$ cat config.mk
export PLATFORM = sky130hd
export DESIGN_NAME = control
export DESIGN_NICKNAME = d
export VERILOG_FILES = /design/src/rtl/miri_pkg.sv /design/src/rtl/control_decode.sv /design/src/rtl/control.sv
export SDC_FILE = /design/constraint.sdc
export NUM_CORES = 1
export LEC_CHECK = 0
export BUFFER_PORTS_ARGS = -buffer_cell sky130_fd_sc_hd__clkbuf_2
export CAP_MARGIN = 20
export CORE_MARGIN = 1
export CORE_UTILIZATION = 37
export DETAILED_ROUTE_END_ITERATION = 8
export PLACE_DENSITY = 0.74
export SLEW_MARGIN = 20
export SYNTH_ARGS = -nofsm -noshare
export SYNTH_HDL_FRONTEND = slang
export SYNTH_SLANG_ARGS = --single-unit
$ cat constraint.sdc
create_clock -name clk -period 2.3 [get_ports clk]
set_clock_uncertainty 0.1 [all_clocks]
set_input_delay 0 -clock clk [delete_from_list [all_inputs] [get_ports clk]]
set_output_delay 0 -clock clk [all_outputs]
set_load 0.01 [all_outputs]
$ cat src/rtl/miri_pkg.sv
// Shared encodings for the MIRI core: opcodes, ALU codes, instruction field
// positions and the decode control bundle.
package miri_pkg;

    localparam int unsigned INSTR_W = 32;
    localparam int unsigned OPC_W   = 7;
    localparam int unsigned REG_W   = 5;
    localparam int unsigned ALUOP_W = 2;

    localparam int unsigned OPC_LSB = 25;
    localparam int unsigned RD_LSB  = 20;
    localparam int unsigned RA_LSB  = 15;
    localparam int unsigned RB_LSB  = 10;

    localparam logic [OPC_W-1:0] OP_NOP  = 7'h00;
    localparam logic [OPC_W-1:0] OP_ADD  = 7'h01;
    localparam logic [OPC_W-1:0] OP_SUB  = 7'h02;
    localparam logic [OPC_W-1:0] OP_MUL  = 7'h03;
    localparam logic [OPC_W-1:0] OP_ADDI = 7'h04;
    localparam logic [OPC_W-1:0] OP_LDW  = 7'h10;
    localparam logic [OPC_W-1:0] OP_STW  = 7'h11;
    localparam logic [OPC_W-1:0] OP_BEQ  = 7'h30;

    localparam logic [ALUOP_W-1:0] ALU_ADD = 2'b00;
    localparam logic [ALUOP_W-1:0] ALU_SUB = 2'b01;
    localparam logic [ALUOP_W-1:0] ALU_MUL = 2'b10;

    localparam logic [INSTR_W-1:0] MIRI_NOP_WORD = 32'h0000_0000;

    // Control bundle produced by the opcode decoder; reads_* say which fields
    // the instruction actually sources (used for load-use detection).
    typedef struct packed {
        logic               alu_reg_dest;
        logic               is_branch;
        logic               mem_r_en;
        logic               mem_w_en;
        logic               mem_to_reg;
        logic               wb_en;
        logic               is_immediate;
        logic [ALUOP_W-1:0] alu_op;
        logic               reads_ra;
        logic               reads_rb;
        logic               reads_rd;
    } ctrl_t;

    function automatic logic [REG_W-1:0] reg_field(input logic [INSTR_W-1:0] instr,
                                                   input int unsigned        lsb);
        return instr[lsb +: REG_W];
    endfunction

endpackage

$ cat src/rtl/control_decode.sv
// Pure combinational opcode-to-control mapping; unlisted opcodes decode as NOP.
module control_decode
    import miri_pkg::*;
(
    input  logic [OPC_W-1:0] opcode_i,
    output ctrl_t            ctrl_o
);

    always_comb begin
        ctrl_o = '0;
        case (opcode_i)
            OP_ADD, OP_SUB, OP_MUL: begin
                ctrl_o.wb_en        = 1'b1;
                ctrl_o.alu_reg_dest = 1'b1;
                ctrl_o.reads_ra     = 1'b1;
                ctrl_o.reads_rb     = 1'b1;
                ctrl_o.alu_op       = (opcode_i == OP_ADD) ? ALU_ADD :
                                      (opcode_i == OP_SUB) ? ALU_SUB : ALU_MUL;
            end
            OP_ADDI: begin
                ctrl_o.wb_en        = 1'b1;
                ctrl_o.alu_reg_dest = 1'b1;
                ctrl_o.is_immediate = 1'b1;
                ctrl_o.alu_op       = ALU_ADD;
                ctrl_o.reads_ra     = 1'b1;
            end
            OP_LDW: begin
                ctrl_o.mem_r_en     = 1'b1;
                ctrl_o.mem_to_reg   = 1'b1;
                ctrl_o.wb_en        = 1'b1;
                ctrl_o.is_immediate = 1'b1;
                ctrl_o.alu_op       = ALU_ADD;
                ctrl_o.reads_ra     = 1'b1;
            end
            OP_STW: begin
                ctrl_o.mem_w_en     = 1'b1;
                ctrl_o.is_immediate = 1'b1;
                ctrl_o.alu_op       = ALU_ADD;
                ctrl_o.reads_ra     = 1'b1;
                ctrl_o.reads_rd     = 1'b1;
            end
            OP_BEQ: begin
                ctrl_o.is_branch    = 1'b1;
                ctrl_o.alu_op       = ALU_SUB;
                ctrl_o.reads_ra     = 1'b1;
                ctrl_o.reads_rd     = 1'b1;
            end
            default: ctrl_o = '0;
        endcase
    end

endmodule

$ cat src/rtl/control.sv
// MIRI decode/pipeline control: field extraction, load-use tracking,
// stall priority (data-cache freeze > bubble > run) and bubble masking.
module control
    import miri_pkg::*;
#(
    parameter logic [INSTR_W-1:0] NOP_WORD = MIRI_NOP_WORD
) (
    input  logic                 clk,
    input  logic                 reset,
    input  logic [INSTR_W-1:0]   instruction,
    input  logic                 block_pipe_data_cache,
    input  logic                 block_pipe_instr_cache,
    output logic                 ALU_REG_DEST,
    output logic                 is_branch,
    output logic                 MEM_R_EN,
    output logic                 MEM_W_EN,
    output logic                 MEM_TO_REG,
    output logic                 WB_EN,
    output logic [ALUOP_W-1:0]   ALU_OP,
    output logic [REG_W-1:0]     regA,
    output logic [REG_W-1:0]     regB,
    output logic [REG_W-1:0]     regD,
    output logic                 EN_REG_FETCH,
    output logic                 EN_REG_DECODE,
    output logic                 EN_REG_ALU,
    output logic                 EN_REG_MEM,
    output logic                 is_immediate,
    output logic [INSTR_W-1:0]   inject_nop,
    output logic                 injecting_nop
);

    logic [OPC_W-1:0] opcode;
    logic [REG_W-1:0] rd, ra, rb;
    logic [9:0]       imm_low_unused;
    ctrl_t            dec;

    logic             ld_valid_q, ld_valid_d;
    logic [REG_W-1:0] ld_rd_q, ld_rd_d;
    logic             hazard, freeze, bubble, mask;

    assign opcode         = instruction[OPC_LSB +: OPC_W];
    assign rd             = reg_field(instruction, RD_LSB);
    assign ra             = reg_field(instruction, RA_LSB);
    assign rb             = reg_field(instruction, RB_LSB);
    assign imm_low_unused = instruction[9:0];

    control_decode u_decode (
        .opcode_i (opcode),
        .ctrl_o   (dec)
    );

    // Load-use: the previous load's destination is sourced by this instruction.
    always_comb begin
        hazard = ld_valid_q && (ld_rd_q != '0) &&
                 ((dec.reads_ra && (ld_rd_q == ra)) ||
                  (dec.reads_rb && (ld_rd_q == rb)) ||
                  (dec.reads_rd && (ld_rd_q == rd)));
    end

    always_comb begin
        freeze = !reset && block_pipe_data_cache;
        bubble = !reset && !block_pipe_data_cache && (hazard || block_pipe_instr_cache);
        mask   = reset || bubble;

        EN_REG_FETCH  = !freeze && !bubble;
        EN_REG_DECODE = !freeze && !bubble;
        EN_REG_ALU    = !freeze;
        EN_REG_MEM    = !freeze;
        injecting_nop = bubble;
        inject_nop    = NOP_WORD;

        ALU_REG_DEST  = mask ? 1'b0 : dec.alu_reg_dest;
        is_branch     = mask ? 1'b0 : dec.is_branch;
        MEM_R_EN      = mask ? 1'b0 : dec.mem_r_en;
        MEM_W_EN      = mask ? 1'b0 : dec.mem_w_en;
        MEM_TO_REG    = mask ? 1'b0 : dec.mem_to_reg;
        WB_EN         = mask ? 1'b0 : dec.wb_en;
        is_immediate  = mask ? 1'b0 : dec.is_immediate;
        ALU_OP        = mask ? ALUOP_W'(0) : dec.alu_op;

        regA = ra;
        regB = dec.reads_rd ? rd : rb;
        regD = rd;

        ld_valid_d = block_pipe_data_cache ? ld_valid_q : MEM_R_EN;
        ld_rd_d    = block_pipe_data_cache ? ld_rd_q    : rd;
    end

    always_ff @(posedge clk or posedge reset) begin
        if (reset) begin
            ld_valid_q <= 1'b0;
            ld_rd_q    <= '0;
        end else begin
            ld_valid_q <= ld_valid_d;
            ld_rd_q    <= ld_rd_d;
        end
    end

endmodule

==> run_results.csv <==
group,metric,value,unit
sta,rsz0062_at_grt,"yes",
global_routing,grt_max_degree,12,
final_layout,utilization,0.475,
power_and_ir_drop,p_leak,0.723,nW
routing,ant_nets,0,
synth,syn-cell-area,1240,um2
power_and_ir_drop,total_power,0.000459,W
floorplanning,die_w,59.8,um
global_routing,gr-total-overflow,0,
critical_path,path_cells,"or4_4 -> o21ai_2 -> a21o_4 -> nand3b_4 -> o22ai_4 -> nor4_2 -> buf_2",
sta,drv_slew,0,
critical_path,slowest_delay,0.54,ns
floorplanning,dieArea,3580,um2
global_routing,grtUsageTotal,0.146,
critical_path,worstRegToRegCells,6,
sta,setup_violations,0,
global_routing,grt_pass1_wl,4000,um
critical_path,critPathRequiredTime,2.20,ns
routing,drt_wl_total,2700,um
sta,fin_tns_setup,0,ns
synth,synthArstFlopShare,1.00,
final_layout,design_area,1470,um2
synth,synthCells,149,
critical_path,worstPathArrival,2.14,ns
synth,synth-edff-count,0,
floorplanning,die-height,59.8,um
final_layout,drive_above_1_share,0.470,
clock_network,clock-sinks,6,
final_layout,fillers,334,
synth,synth_ff_type,"dfrtp_1",
routing,drt_iter0_drc,14,
global_routing,grt_antenna_before_repair,0,
floorplanning,rows,20,
worst_hold_path,holdPathStages,3,
clock_network,cts_made_buffers,3,
synth,synth_seq_cells,6,
clock_network,clk_pin_slew,0.04,ns
final_layout,antennaDiodeCount,0,
synth,seq_area_frac_synth,0.121,
sta,hold_viol,0,
synth,syn_area_per_cell,8.30,um2
routing,wl_per_cell,11.0,um
sta,period_share,0.975,
routing,drtPass1Iterations,4,
final_layout,layoutNonFillerInstCount,246,
critical_path,crit_type,"register to output pin",
power_and_ir_drop,power_per_cell_area,312,nW/um2
final_layout,multi_input_area,841,um2
critical_path,slowest_stage,"or4_4",
sta,max_freq,0.446,GHz
clock_network,ctsRootBufferMaster,"clkbuf_4",
place,dp.cells,229,
synth,synth_cell_types,40,
clock_network,cts_tree,"done",
routing,via_count,1085,
status,outcome,"finished clean",
place,gp_congestion,0.775,
critical_path,cp_max_fo,8,
job,drv_cap,0,
power_and_ir_drop,vdd_drop_max,0.000233,V
global_routing,grt_pass1_vias,944,
critical_path,startpoint_type,"register",
clock_network,clock_latency,0.25,ns
final_layout,final-seq-area,154,um2
synth,ys_warn_count,0,
final_layout,flow.area_growth_from_synthesis,19.2,%
routing,drc,0,
final_layout,nets,240,
clock_network,cts_buffer_depth,2,
place,dp_hpwl,2090,um
critical_path,crit_path_end_kind,"output pin",
place,postPlaceCellArea,1320,um2
clock_network,h-tree-depth,1,
floorplanning,core-area,3100,um2
floorplanning,io_pins,97,
routing,viasPerCell,4.41,
place,portBuffers,54,
floorplanning,initial_utilization,0.398,
sta,fin_crit,2.24,ns
worst_hold_path,hold_path_class,"input pin to register",
[cell families (layout without fill, tap and decap cells)]
| group | count (synthesis) | in the layout | synth area share |
|---|---|---|---|
| mux | 10 | 10 | 0.0911 |
| simple gates | 49 | 49 | 0.264 |
| flops | 6 | 6 | 0.121 |
| other cells | 1 | 32 | 0.00303 |
| buf+inv | 52 | 74 | 0.301 |
| compound gates | 14 | 14 | 0.0931 |
| xor+xnor | 17 | 17 | 0.127 |
[final cells by class]
type | count | share of cell area
timing repair buffer | 68 | 0.265
sequential | 6 | 0.104
clock buffer | 3 | 0.0153
inverter | 3 | 0.00764
tap | 44 | 0.0374
multi-input combinational | 122 | 0.570
[placed cells by master (no fill, tap or decap), drive strengths merged, types with 2 or more instances in the layout]
master	n
clkbuf	56
conb	32
nor2	12
mux2	10
xor2	10
nand2	9
buf	9
nor3	8
xnor2	7
dlygate4sd3	6
a21oi	6
dfrtp	6
nor4	4
inv	3
nand3	3
or3	2
or4	2
o21ai	2
or2	2
o22ai	2
[what timing repair did]
item                                    4_1_cts  5_1_grt
hold endpoints to repair                     11        0
hold buffers                                  6        0
endpoints found under the setup margin        8        8
setup buffers                                 4        4
resized for setup                             2        4
pin swaps                                     1        4
[metrics by stage]
stage	hold WS, ns	worst slack, ns
after floorplan	-0.0585	0.295
after global placement	-0.00786	0.257
after detailed placement	-0.0110	0.217
after CTS	0.0509	0.0102
after global routing	0.0755	-0.0328
final	0.0501	0.0579
[report_power, final]
group	internal, W	switching [W]
Sequential	0.000116	0.0000148
Clock	0.0000591	0.0000393
Combinational	0.000101	0.000129
Total	0.000276	0.000183
[layer usage]
layer  routed length (um)  vias to the layer above  global-route usage
met5                    0                        -                   0
met4                   25                        0              0.0432
met3                  141                        4              0.0238
met2                 1470                       39               0.254
met1                 1060                      503               0.182
li1                     -                      539                   -
[critical path, delay by kind of cell (launching register included)]
| family | cells | cell delay [ns] |
|---|---|---|
| compound gates | 3 | 0.43 |
| simple gates | 3 | 0.89 |
| flops | 1 | 0.41 |
| buf+inv | 1 | 0.16 |
[final timing paths]
path	start	end	slack, ns
max in group asynchronous	reset	ld_rd_q[2]$_DFFE_PP0N_	1.56
min in group asynchronous	reset	ld_valid_q$_DFFE_PP0N_	0.29
max reg2reg	ld_rd_q[2]$_DFFE_PP0N_	ld_valid_q$_DFFE_PP0N_	0.58
max	ld_rd_q[1]$_DFFE_PP0N_	MEM_W_EN	0.06
min reg2reg	ld_valid_q$_DFFE_PP0N_	ld_valid_q$_DFFE_PP0N_	0.41
min	block_pipe_data_cache	ld_valid_q$_DFFE_PP0N_	0.05
[cells in the mapped netlist, drive strengths merged (3+ instances only)]
cell / instances / area share
a21oi: 6 / 0.027
buf: 47 / 0.29
dfrtp: 6 / 0.12
inv: 3 / 0.0091
mux2: 10 / 0.091
nand2: 9 / 0.027
nand3: 3 / 0.022
nor2: 12 / 0.036
nor3: 8 / 0.058
nor4: 4 / 0.037
xnor2: 7 / 0.050
xor2: 10 / 0.077
[registers in the layout, indices dropped and copies added (netlist names)]
signal,count
ld_rd_q,5
ld_valid_q,1
(Power assumes the default switching activity.)
